`src/rtl/bank_pkg.sv`:
```
// Shared definitions for the bank queuing blocks.
//   popcount  : population count over a zero-extended mask (up to MaxTellers bits)
//   id_width  : index width for n windows, at least 1 bit
//   NTellersDefault : default window count shared with the queue and display blocks
package bank_pkg;

  localparam int unsigned NTellersDefault = 3;
  localparam int unsigned MaxTellers      = 64;

  function automatic int unsigned id_width(input int unsigned n);
    return (n <= 1) ? 1 : $clog2(n);
  endfunction

  function automatic int unsigned popcount(input logic [MaxTellers-1:0] v);
    int unsigned cnt;
    cnt = 0;
    for (int unsigned i = 0; i < MaxTellers; i++) begin
      cnt += {31'd0, v[i]};
    end
    return cnt;
  endfunction

endpackage

```
`src/rtl/teller_pool_tracker_if.sv`:
```
// Bundle between the customer queue / teller windows (master) and the tracker (slave).
//   master drives : teller_on, cust_valid, done
//   slave drives  : cust_ready, assign_id, busy, open_count, free_count, busy_count,
//                   served_total
interface teller_pool_tracker_if #(
  parameter int unsigned N_TELLERS = bank_pkg::NTellersDefault,
  parameter int unsigned TOTAL_W   = 16
);
  localparam int unsigned CNT_W = $clog2(N_TELLERS + 1);
  localparam int unsigned ID_W  = bank_pkg::id_width(N_TELLERS);

  logic [N_TELLERS-1:0] teller_on;
  logic                 cust_valid;
  logic                 cust_ready;
  logic [ID_W-1:0]      assign_id;
  logic [N_TELLERS-1:0] done;
  logic [N_TELLERS-1:0] busy;
  logic [CNT_W-1:0]     open_count;
  logic [CNT_W-1:0]     free_count;
  logic [CNT_W-1:0]     busy_count;
  logic [TOTAL_W-1:0]   served_total;

  modport master (
    output teller_on, cust_valid, done,
    input  cust_ready, assign_id, busy, open_count, free_count, busy_count, served_total
  );

  modport slave (
    input  teller_on, cust_valid, done,
    output cust_ready, assign_id, busy, open_count, free_count, busy_count, served_total
  );

endinterface

```
`src/rtl/teller_rr_arbiter.sv`:
```
// Combinational round-robin first-set search.
//   req         : request mask, one bit per window
//   start       : index where the upward search begins (must be < N)
//   grant_valid : some request bit is set
//   grant_id    : first set bit at or above start, wrapping N-1 -> 0; equals start when
//                 nothing is requested
module teller_rr_arbiter #(
  parameter int unsigned N    = 3,
  parameter int unsigned ID_W = 2
) (
  input  logic [N-1:0]    req,
  input  logic [ID_W-1:0] start,
  output logic            grant_valid,
  output logic [ID_W-1:0] grant_id
);

  always_comb begin
    int unsigned idx;
    grant_valid = 1'b0;
    grant_id    = start;
    for (int unsigned i = 0; i < N; i++) begin
      idx = 32'(start) + i;
      if (idx >= N) idx = idx - N;
      if (!grant_valid && req[idx]) begin
        grant_valid = 1'b1;
        grant_id    = ID_W'(idx);
      end
    end
  end

endmodule

```
`src/rtl/teller_pool_tracker.sv`:
```
// Tracks N_TELLERS teller windows: registers the open mask, keeps per-window busy state,
// grants the queue head to a free open window round-robin and publishes counts.
//   clk, rst : clock and asynchronous active-high reset
//   bus      : slave side of teller_pool_tracker_if (handshake, done pulses, status)
module teller_pool_tracker
  import bank_pkg::*;
#(
  parameter int unsigned N_TELLERS = NTellersDefault,
  parameter int unsigned TOTAL_W   = 16
) (
  input  logic                 clk,
  input  logic                 rst,
  teller_pool_tracker_if.slave bus
);

  localparam int unsigned CNT_W = $clog2(N_TELLERS + 1);
  localparam int unsigned ID_W  = id_width(N_TELLERS);

  logic [N_TELLERS-1:0] on_q;
  logic [N_TELLERS-1:0] busy_q, busy_d;
  logic [ID_W-1:0]      rr_ptr_q, rr_ptr_d;
  logic [TOTAL_W-1:0]   served_q;
  logic [N_TELLERS-1:0] free;
  logic                 grant_valid;
  logic [ID_W-1:0]      grant_id;
  logic                 accept;

  assign free = on_q & ~busy_q;

  teller_rr_arbiter #(
    .N    (N_TELLERS),
    .ID_W (ID_W)
  ) u_arb (
    .req         (free),
    .start       (rr_ptr_q),
    .grant_valid (grant_valid),
    .grant_id    (grant_id)
  );

  assign accept = bus.cust_valid & grant_valid;

  // Granted window is always free, so it never collides with a done on the same bit.
  always_comb begin
    busy_d   = busy_q & ~bus.done;
    rr_ptr_d = rr_ptr_q;
    if (accept) begin
      busy_d[grant_id] = 1'b1;
      rr_ptr_d = (32'(grant_id) == N_TELLERS - 1) ? '0 : grant_id + ID_W'(1);
    end
  end

  always_ff @(posedge clk or posedge rst) begin
    if (rst) begin
      on_q     <= '0;
      busy_q   <= '0;
      rr_ptr_q <= '0;
      served_q <= '0;
    end else begin
      on_q     <= bus.teller_on;
      busy_q   <= busy_d;
      rr_ptr_q <= rr_ptr_d;
      if (accept && (served_q != {TOTAL_W{1'b1}})) begin
        served_q <= served_q + TOTAL_W'(1);
      end
    end
  end

  // Zero-extend masks to the package popcount width.
  logic [MaxTellers-1:0] on_ext, free_ext, busy_ext;

  always_comb begin
    on_ext   = '0;
    free_ext = '0;
    busy_ext = '0;
    on_ext[N_TELLERS-1:0]   = on_q;
    free_ext[N_TELLERS-1:0] = free;
    busy_ext[N_TELLERS-1:0] = busy_q;
  end

  assign bus.cust_ready   = grant_valid;
  assign bus.assign_id    = grant_id;
  assign bus.busy         = busy_q;
  assign bus.open_count   = CNT_W'(popcount(on_ext));
  assign bus.free_count   = CNT_W'(popcount(free_ext));
  assign bus.busy_count   = CNT_W'(popcount(busy_ext));
  assign bus.served_total = served_q;

endmodule

```
`src/flat_wrapper.sv`:
```
// flat-port wrapper written by rule: the top's interface ports become plain ports
module teller_pool_tracker_flat import bank_pkg::*;
#(
  parameter int unsigned N_TELLERS = NTellersDefault,
  parameter int unsigned TOTAL_W   = 16
)
  (clk, rst, bus_teller_on, bus_cust_valid, bus_done, bus_cust_ready, bus_assign_id, bus_busy, bus_open_count, bus_free_count, bus_busy_count, bus_served_total);
  teller_pool_tracker_if #(.N_TELLERS(N_TELLERS), .TOTAL_W(TOTAL_W)) bus_i ();
  input  logic clk;
  input  logic rst;
  input wire logic [$bits(bus_i.teller_on)-1:0] bus_teller_on;
  input wire logic [$bits(bus_i.cust_valid)-1:0] bus_cust_valid;
  input wire logic [$bits(bus_i.done)-1:0] bus_done;
  output wire logic [$bits(bus_i.cust_ready)-1:0] bus_cust_ready;
  output wire logic [$bits(bus_i.assign_id)-1:0] bus_assign_id;
  output wire logic [$bits(bus_i.busy)-1:0] bus_busy;
  output wire logic [$bits(bus_i.open_count)-1:0] bus_open_count;
  output wire logic [$bits(bus_i.free_count)-1:0] bus_free_count;
  output wire logic [$bits(bus_i.busy_count)-1:0] bus_busy_count;
  output wire logic [$bits(bus_i.served_total)-1:0] bus_served_total;
  assign bus_i.teller_on = bus_teller_on;
  assign bus_i.cust_valid = bus_cust_valid;
  assign bus_i.done = bus_done;
  assign bus_cust_ready = bus_i.cust_ready;
  assign bus_assign_id = bus_i.assign_id;
  assign bus_busy = bus_i.busy;
  assign bus_open_count = bus_i.open_count;
  assign bus_free_count = bus_i.free_count;
  assign bus_busy_count = bus_i.busy_count;
  assign bus_served_total = bus_i.served_total;
  teller_pool_tracker #(.N_TELLERS(N_TELLERS), .TOTAL_W(TOTAL_W)) u_core (.clk(clk), .rst(rst), .bus(bus_i));
endmodule
```
`config.mk`:
```
export PLATFORM = sky130hd
export DESIGN_NAME = teller_pool_tracker_flat
export DESIGN_NICKNAME = d
export VERILOG_FILES = /design/src/rtl/bank_pkg.sv /design/src/rtl/teller_pool_tracker_if.sv /design/src/rtl/teller_rr_arbiter.sv /design/src/rtl/teller_pool_tracker.sv /design/src/flat_wrapper.sv
export SDC_FILE = /design/constraint.sdc
export NUM_CORES = 1
export LEC_CHECK = 0
export BUFFER_PORTS_ARGS = -buffer_cell sky130_fd_sc_hd__buf_2
export CAP_MARGIN = 20
export CORE_UTILIZATION = 29
export CTS_CLUSTER_DIAMETER = 120
export DETAILED_ROUTE_END_ITERATION = 8
export PLACE_DENSITY_LB_ADDON = 0.25
export SETUP_SLACK_MARGIN = 0.15
export SLEW_MARGIN = 5
export SYNTH_ARGS = -nofsm -noshare
export SYNTH_HDL_FRONTEND = slang
export SYNTH_HIERARCHICAL = 1
export SYNTH_SLANG_ARGS = --single-unit
```
`constraint.sdc`:
```
create_clock -name clk -period 7.3 [get_ports clk]
set_clock_uncertainty 0.2 [all_clocks]
set_input_delay 0.73 -clock clk [delete_from_list [all_inputs] [get_ports clk]]
set_output_delay 0.73 -clock clk [all_outputs]
set_load 0.02 [all_outputs]
```
Yosys cells after proc, flatten, opt, wreduce, memory -nomap -nowiden --
Cells that the tools add are included.
Word-level totals: register bits 24, input port bits 9, output and inout bits 28, logic and storage cells 58
Cells by class: add/subtract/negate cells 13, magnitude comparators 8, equal/unequal tests 2, mux-type cells 19, bitwise logic cells 6, reductions and logical operators 6
Operator list (count):
- < comparator 32 x 3 -> 1 bit, second input constant | 3
- 2-to-1 mux 32 bit | 3
- adder 16 x 1 -> 16 bit, second input constant | 1
- != test 16 bit, second input constant | 1
- 2-to-1 mux 2 bit | 4
- subtractor 3 x 2 -> 4 bit, second input constant | 2
- 2-to-1 mux 1 bit | 7
- adder 1 x 1 -> 2 bit | 3
- adder 2 x 1 -> 2 bit | 3
- AND 3 bit | 2
- binary-select mux 1 bit (select 2 bit) | 3
- greater-or-equal comparator 3 x 2 -> 1 bit, second input constant | 2
- inverter 3 bit | 2
- logical AND 1 bit | 4
- adder 2 x 1 -> 3 bit, second input constant | 1
- adder 2 x 2 -> 3 bit, second input constant | 1
- < comparator 2 x 3 -> 1 bit, second input constant | 1
- 2-to-1 mux 3 bit | 1
- bitwise OR 3 bit | 1
- subtractor 2 x 2 -> 3 bit, second input constant | 1
- adder 2 x 1 -> 2 bit, second input constant | 1
- demux 1 bit (select 2 bit) | 1
- equality test 2 bit, second input constant | 1
- greater-or-equal comparator 2 x 1 -> 1 bit, second input constant | 1
- other kinds (3) | 4

Longest topological paths before layout --
Gate-level depths: netlist of the first run.
word-level depth 17, mapped depth 11, gate-level depth less buffers 11

Cells and area by module --
The synthesis of the first run kept the hierarchy.
By module, submodules not included:
- teller_pool_tracker | instances 1, cells each 104, area each 1172.4 µm², seq. area each 600.6 µm²
- teller_rr_arbiter | instances 1, cells each 28, area each 217.7 µm², seq. area each 0.0 µm²

Least setup slack after synthesis of the first run --
Ideal clock, no wire load.
kind register to output, start point register u_core.rr_ptr_q[0], end point output bus_assign_id[0], arrival time 2.029 ns, data required time 6.370 ns, path slack 4.341 ns, cell stages (with the launch flop) 8, path buffers 1, cells stage by stage dfrtp_1 > inv_1 > ha_1 > buf_6 > mux2i_1 > o22a_1 > a211o_2 > a2bb2oi_1
On the way: cells in the longest elaborated chain, start to end 11, elaborated cells between the ends (all ways) 26, those cells by class 5 x add/sub; 3 x order compare; 14 x mux; 4 x reduce/logical
RTL lines:
- start: declaration | line teller_pool_tracker.sv:21 | logic [ID_W-1:0] rr_ptr_q, rr_ptr_d;
- start signal: assignment | line teller_pool_tracker.sv:61 | rr_ptr_q <= rr_ptr_d;
- parallel branches: the longest is 10 deep, another holds subtractor 3 x 2 -> 4 bit
- 2-to-1 mux 2 bit (*) | line teller_rr_arbiter.sv:24 | if (!grant_valid && req[idx]) begin
- end: declaration | line flat_wrapper.sv:15 | output wire logic [$bits(bus_i.assign_id)-1:0] bus_assign_id;
Every way passes the cells marked *. The select of a mux whose other input is x is not followed.

Final worst setup path of the first run --
Ends and elaborated chain as after synthesis.

==> results, run 1 <==
- Data arrives at the worst endpoint at 2.55 ns.
- The CTS tree is built.
- In the synthesized netlist the async set-or-reset flop fraction comes to 100%.
- For this run, the total global-route usage over all layers was measured as 12.8%.
- For this run, the leading register cell type out of synthesis is sky130_fd_sc_hd__dfrtp_1.
- CTS built an H-tree with a depth of 1.
- Max-cap violations in this run came to 0.
- From bottom edge to top edge, the die measures 71.2 µm.
- Data on the critical path is required at its endpoint by 6.37 ns.
- Setup slack closes at 3.82 ns.
- Setup violations remaining at the end of the flow were counted as 0.
- The mean post-synth cell area is 10.5 µm².
- Summed over all nets, the half-perimeter wirelength after detailed placement is 2380 µm.
- The transition at the pin with the smallest max-transition slack is 0.900 ns.
- The post-route cell area is 1690 µm².
- The power per standard cell area is 388 nW/µm².
- The largest single stage delay on the critical path is 0.56 ns.
- The final reports fail on DRC.
- The library cells used most frequently in the layout, excluding fill and tap cells, are 36 x sky130_fd_sc_hd__buf_2, 24 x sky130_fd_sc_hd__dfrtp_1, 12 x sky130_fd_sc_hd__inv_1.
- The worst hold-check path type is flip-flop to flip-flop.
- Hold timing on the final database bottoms out at a slack of 0.319 ns.
- For this design the top-level I/O count stands at 37.
- Timing would allow up to 287 MHz.
- The worst path uses 47.7% of the clock period.
- The worst setup path is of the flip-flop to primary output kind.
- The tree is rooted in a sky130_fd_sc_hd__clkbuf_8.
- The family of cells with the greatest summed delay on the critical path is simple AND/OR/NAND/NOR gates.
- The initial core utilization is 31.1%.
- Once detail routing completed, the nets flagged for antenna violations numbered 0.
- The run finished, with violations left.
- The cell area after placement is 1620 µm².
- Buffers placed on the I/O ports in this run total 36.
- The initial antenna violation count was 0.
- The number of vias after detailed routing is 1,133.
- In this run the static leakage power is 0.833 nW.
- The net count after synthesis is 148.
- The master of the slowest instance on the critical path is sky130_fd_sc_hd__or4_4.
- The utilization after layout is 37.8%.
- Hold repair after CTS inserted 0 buffers.
- Entering global routing, the biggest net connects 25 pins.
- The antenna diode count is 0.
- The hold violation count in the final report is 0.
- The number of enable flip-flop cells after synthesis is 0.
- The clock sink total is 24.
- The violation count after the first detailed-route iteration is 30.
- In the routed design, unresolved DRC markers number 1.
- The clock latency on the worst-skew pair is 0.27 ns.
- Of the cells placed in the final design, the portion with a size suffix greater than 1 is 30.0%.
- STA classifies the critical path startpoint as a flip-flop.
- In the final routed layout, each cell accounts on average for 13.7 µm.
- The critical path goes through inv_1, ha_1, mux2i_1, o22a_1, or4_4, a2bb2oi_1, buf_2.
- The capturing element type of the critical path is a primary output.
- The peak fanout along the critical path is 7.
- The distinct cell type count after synthesis is 40.
- The library cell used most frequently in the layout, excluding fill and tap cells, is sky130_fd_sc_hd__buf_2.
- The highest ir drop seen on vdd is 121 µV.
- The core area is 4470 µm².
- The total overflow left after global routing is 0.
- Using the TritonRoute via totals, the vias-per-cell ratio works out to 5.10.
- Clock-pin slew was measured on the worst setup and hold paths at 0.09 ns.
- Counting the fill cells in the layout gives 443.
- The via count of the first global-routing pass is 1,152.
- The remaining max-slew budget at the tightest pin is 39.9%.
- Yosys printed 6 warnings.
- The overall die width is 71.2 µm.
- The total CTS buffers is 3.
- The number of pins exceeding their max-slew limit in the final report is 0.
- The post-CTS repair timing setup buffer count is 0.
- The floorplan has 24 rows.
- The clock period minus final worst setup slack is 3.48 ns.
- The wire length of the first global-routing pass is 5200 µm.
- The count of nets after finishing is 187.
- The post-synthesis cell area is 1390 µm².
- The number of iterations in the first detailed-routing pass is 6.
- The final weighted congestion of routability-driven global placement is 0.911.
- Compared with the post-synthesis result, the final layout area differs by 21.7%.
- Synthesis produced 132 cells.
- The floorplan step defined a die boundary enclosing 5070 µm².
- The sequential area share after synthesis is 43.2%.
- After clock tree synthesis, the repair step resized 0 gates.
- Setup repair after global routing left no endpoint under its margin.
- The post-place setup slack is 4.15 ns.
- The total wire length is 3040 µm.
- Summed over all failing endpoints, the final setup total negative slack is 0 ns.
- After synthesis the netlist holds a flip-flop and latch count of 24.
- The worst path buffer plus inverter count is 2.
- The number of buffers on the longest clock path is 2.
worst paths after layout:
check	from	end	slack, ns	cells after the start
worst max-delay path	u_core/rr_ptr_q[0]$_DFFE_PP0P_	bus_assign_id[0]	3.82	7
worst min-delay path	u_core/bus.served_total[10]$_DFFE_PP0P_	u_core/bus.served_total[10]$_DFFE_PP0P_	0.32	1
worst max register to register	u_core/rr_ptr_q[0]$_DFFE_PP0P_	u_core/bus.served_total[9]$_DFFE_PP0P_	4.40	10
worst min register to register	u_core/bus.served_total[10]$_DFFE_PP0P_	u_core/bus.served_total[10]$_DFFE_PP0P_	0.32	1
max in group asynchronous	rst	u_core/bus.served_total[4]$_DFFE_PP0P_	5.91	2
min in group asynchronous	rst	u_core/bus.served_total[15]$_DFFE_PP0P_	0.44	2
layout make-up:
| cell class | instances | area (µm²) | area share, % |
|---|---|---|---|
| Multi-Input combinational cell | 94 | 729 | 43.1 |
| Sequential cell | 24 | 601 | 35.5 |
| Timing Repair Buffer | 36 | 180 | 10.7 |
| Tap cell | 52 | 65.1 | 3.85 |
| Inverter | 12 | 45.0 | 2.66 |
| Clock buffer | 3 | 41.3 | 2.44 |
| Clock inverter | 1 | 30.0 | 1.78 |
registers in the layout (all words and copies together), names as in the netlist:
register,cells
u_core/on_q,3
u_core/rr_ptr_q,2
u_core/bus.busy,3
u_core/bus.served_total,16
cells in the mapped netlist (2+ instances only):
library cell,number,area (µm²)
sky130_fd_sc_hd__dfrtp_1,24,601
sky130_fd_sc_hd__inv_1,12,45.0
sky130_fd_sc_hd__nand2_1,11,41.3
sky130_fd_sc_hd__xnor2_1,8,70.1
sky130_fd_sc_hd__nand3_1,7,35.0
sky130_fd_sc_hd__nor2_1,7,26.3
sky130_fd_sc_hd__nand4_1,5,31.3
sky130_fd_sc_hd__ha_1,4,50.1
sky130_fd_sc_hd__mux2i_1,4,40.0
sky130_fd_sc_hd__xor2_1,4,35.0
sky130_fd_sc_hd__a41oi_1,3,26.3
sky130_fd_sc_hd__fa_1,3,60.1
sky130_fd_sc_hd__nand3b_1,3,22.5
sky130_fd_sc_hd__nor3_1,3,15.0
sky130_fd_sc_hd__a2bb2oi_1,2,17.5
sky130_fd_sc_hd__a31oi_1,2,12.5
sky130_fd_sc_hd__nand4_2,2,25.0
sky130_fd_sc_hd__nor2b_1,2,12.5
sky130_fd_sc_hd__nor4_2,2,25.0
sky130_fd_sc_hd__o21ai_0,2,10.0
sky130_fd_sc_hd__o32ai_1,2,17.5
sky130_fd_sc_hd__or4_4,2,22.5
through the flow:
step	total power, mW	instances
after floorplan	0.453	132
after global placement	0.526	218
after detailed placement	0.541	218
after CTS	0.661	222
after global routing	0.705	222
final	0.656	222
logic make-up after synthesis:
| family | count (synthesis) | synth area share [%] |
|---|---|---|
| XOR/XNOR | 12 | 7.56 |
| AND/OR/NAND/NOR | 52 | 23.0 |
| multiplexers | 5 | 3.69 |
| flip-flops | 24 | 43.2 |
| AO/OA/AOI/OAI | 18 | 10.4 |
| buffers and inverters | 14 | 4.32 |
| adder cells (fa/ha/maj) | 7 | 7.92 |
layer usage:
layer	global-route usage [%]	up-vias	part of all wire, %
met5	0	-	0
met4	4.67	0	1.6
met3	1.69	4	2.8
met2	22.9	26	51
met1	15.9	554	45
li1	-	549	-
power by group:
group	total (mW)	internal, mW	switching, mW
clock	0.117	0.0733	0.0434
combinational	0.341	0.128	0.212
sequential	0.199	0.163	0.0364
total	0.656	0.364	0.292
No activity file was read; power rests on OpenSTA's default activity.
==> inputs of run 2 (changes only) <==
==> constraint.sdc (replaced) <==
create_clock -name clk -period 3.6 [get_ports clk]
set_clock_uncertainty 0.2 [all_clocks]
set_input_delay 0.36 -clock clk [delete_from_list [all_inputs] [get_ports clk]]
set_output_delay 0.36 -clock clk [all_outputs]
set_load 0.02 [all_outputs]
==> run 2 against run 1 <==
The flow still finishes with violations (DRC); final cell count grew 1.4%; critical path depth unchanged; critical endpoint unchanged; clock-buffer cell count grew 1; via count grew 1.2%; die area did not move; sequential share of layout area is 0.29 points lower; power rose by 96%; combinational power rose by 110%.
==> results, run 2 (same netlist as run 1, synthesis figures left out) <==
- For this run, the detailed router's first-pass iteration total came to 6.
- The area growth from synthesis to layout is 22.7%.
- The total die area is 5070 µm².
- For this design the top-level I/O count stands at 37.
- The kind of start point of the critical path is a flip-flop.
- The repair_antennas step left the layout with diodes totalling 0.
- Setup repair after global routing left no endpoint under its margin.
- For this run, the top clock speed supported by timing is 320 MHz.
- The flow ran to the end, but the final reports show violations.
- The overall die width is 71.2 µm.
- The total CTS buffers is 3.
- The utilization after layout is 38.1%.
- The worst path in the final design needs a cycle of 3.12 ns, including I/O delays and setup.
- The via count of the first global-routing pass is 1,141.
- The delay of the slowest cell on the worst path is 0.42 ns.
- For this design the static power due to leakage is 0.839 nW.
- The library cell used most frequently in the layout, excluding fill and tap cells, is sky130_fd_sc_hd__buf_2.
- Using the TritonRoute via totals, the vias-per-cell ratio works out to 5.10.
- In the final layout, the share of cells above drive strength 1 is 29.5%.
- For this design the ratio of total power to cell area is 755 nW/µm².
- The worst path buffer plus inverter count is 2.
- The tool flagged a number of max-cap violations equal to 0.
- Leaving out fill and tap cells, the most frequent cells in the layout are 36 x sky130_fd_sc_hd__buf_2, 24 x sky130_fd_sc_hd__dfrtp_1, 12 x sky130_fd_sc_hd__inv_1.
- After legalization and detailed placement, the total HPWL measured 2430 µm.
- The floorplan die height is 71.2 µm.
- Setup violations remaining at the end of the flow were counted as 0.
- Entering global routing, the biggest net connects 25 pins.
- The flip-flop and latch area is 601 µm².
- The violation count after the first detailed-route iteration is 46.
- The capturing element type of the critical path is a primary output.
- The setup TNS is 0 ns.
- After clock tree synthesis, the clock-pin slew on the worst setup and hold paths is 0.08 ns.
- The ratio of final minimum period to clock period is 86.7%.
- The startpoint identified for the worst register-to-register timing path is u_core/rr_ptr_q[0]$_DFFE_PP0P_.
- The detail route stage leaves a number of antenna-violating nets equal to 0.
- The hold violation count in the final report came to 0.
- IR analysis of the VDD net gives a maximum drop of 325 µV.
- The worst hold-check path type is input port to asynchronous set/reset pin.
- The final layout contains routed wiring with a total length of 3140 µm.
- Global routing used 12.9% of the available tracks across all layers.
- On the critical path, the stage with the largest delay is an instance of sky130_fd_sc_hd__dfrtp_1.
- The worst path arrival time is 2.56 ns.
- The global route total overflow is 0.
- The number of vias after detailed routing is 1,147.
- In the final routed layout, each cell accounts on average for 14.0 µm.
- Routability-driven placement finished with a final weighted congestion of 0.803.
- The core area is 4470 µm².
- Buffers placed on the I/O ports in this run total 36.
- The number of pins exceeding their max-slew limit in the final report came to 0.
- Tracing the worst setup path back leads to its startpoint at u_core/rr_ptr_q[0]$_DFFE_PP0P_.
- The number of filler cells placed in the layout is 457.
- The count of nets after finishing is 190.
- The peak fanout along the critical path is 7.
- The transition at the pin with the smallest max-transition slack is 0.902 ns.
- After detailed routing, the number of remaining DRC violations is 1.
- The family of cells with the greatest summed delay on the critical path is compound AO/OA/AOI/OAI gates.
- After layout, the design draws a total of 1.29 mW.
- The CTS tree is built.
- The required time of the critical path is 3.04 ns.
- In this run the core area contains 24 standard-cell rows.
- The register with the most flip-flops in the layout has 16 of them.
- The type of the worst setup path is flip-flop to primary output.
- The tree is rooted in a sky130_fd_sc_hd__clkbuf_8.
- The remaining max-slew budget at the tightest pin is 39.8%.
- No sink is reached through more buffers than the 2 on the longest clock path.
- The clock latency on the worst-skew pair is 0.26 ns.
- The multi-input logic area is 729 µm².
- The initial core utilization is 31.1%.
- The initial antenna violation count is 0.
- The signal on the critical path passes through inv_1, ha_1, mux2i_1, o22a_1, a211o_2, a2bb2oi_1, buf_2.
- CTS saw 24 sinks.
- The wire length of the first global-routing pass is 5190 µm.
- The CTS H-tree depth is 1.
- The checks that failed: DRC.
## run 2: changes by cell type in the layout (fill, tap and decap cells not counted)
cell	previous run	this run
sky130_fd_sc_hd__clkbuf_8	3	4
sky130_fd_sc_hd__dlygate4sd3_1	0	3
sky130_fd_sc_hd__bufinv_16	1	0
## run 2: worst paths after layout
| check | endpoint | slack [ns] | cells past startpoint |
|---|---|---|---|
| setup / recovery | bus_assign_id[0] | 0.48 | 7 |
| hold / removal | u_core/bus.served_total[10]$_DFFE_PP0P_ | 0.07 | 2 |
| setup reg to reg | u_core/bus.served_total[9]$_DFFE_PP0P_ | 0.75 | 10 |
| hold reg to reg | u_core/bus.served_total[10]$_DFFE_PP0P_ | 0.33 | 1 |
| max in group asynchronous | u_core/bus.busy[2]$_DFF_PP0_ | 2.57 | 2 |
| min in group clk | u_core/bus.busy[1]$_DFF_PP0_ | 0.08 | 2 |
## run 2: worst register-to-register path, cell delays in order (launching register included)
cell and delay, ns:
sky130_fd_sc_hd__dfrtp_1 0.42, sky130_fd_sc_hd__inv_1 0.06, sky130_fd_sc_hd__ha_1 0.27, sky130_fd_sc_hd__mux2i_1 0.14, sky130_fd_sc_hd__o21ai_0 0.40, sky130_fd_sc_hd__nor3_1 0.10, sky130_fd_sc_hd__nand2_1 0.17, sky130_fd_sc_hd__nand3_1 0.16
sky130_fd_sc_hd__nor3_1 0.39, sky130_fd_sc_hd__o311ai_0 0.25, sky130_fd_sc_hd__xnor2_1 0.17
## run 2: timing repair
action / 4_1_cts / 5_1_grt
hold buffers: 3 / 0
gates resized for setup: 0 / 0
endpoints found under the setup margin: 0 / 0
buffers inserted: 0 / 0
endpoints found under the hold margin: 3 / 0
## run 2: stage by stage
stage	hold WS [ns]	std cells	setup WS (ns)	area (µm²)
detailed placement	0.269	218	0.801	1620
floorplan	0.175	132	0.961	1390
CTS	0.0691	225	0.498	1710
global route	0.0591	225	0.357	1710
finish	0.0727	225	0.477	1710
global placement	0.271	218	0.897	1620
## run 2: layer usage
metal | vias to the layer above | global-route usage, % | wire length, µm
li1 | 559 | - | -
met1 | 562 | 16.0 | 1420
met2 | 22 | 22.5 | 1590
met3 | 4 | 1.97 | 94
met4 | 0 | 5.11 | 37
met5 | - | 0 | 0
## run 2: layout make-up
class / count / share of cell area, %
multi-input cells: 94 / 42.8
flip-flops and latches: 24 / 35.2
repair buffers: 39 / 12.3
well taps: 52 / 3.82
clock buffers: 4 / 3.23
inverters: 12 / 2.64
## run 2: power breakdown
group	leakage, nW	internal (mW)	switching, mW
Sequential	0.313	0.330	0.0760
Combinational	0.498	0.263	0.439
Clock	0.0288	0.0976	0.0827
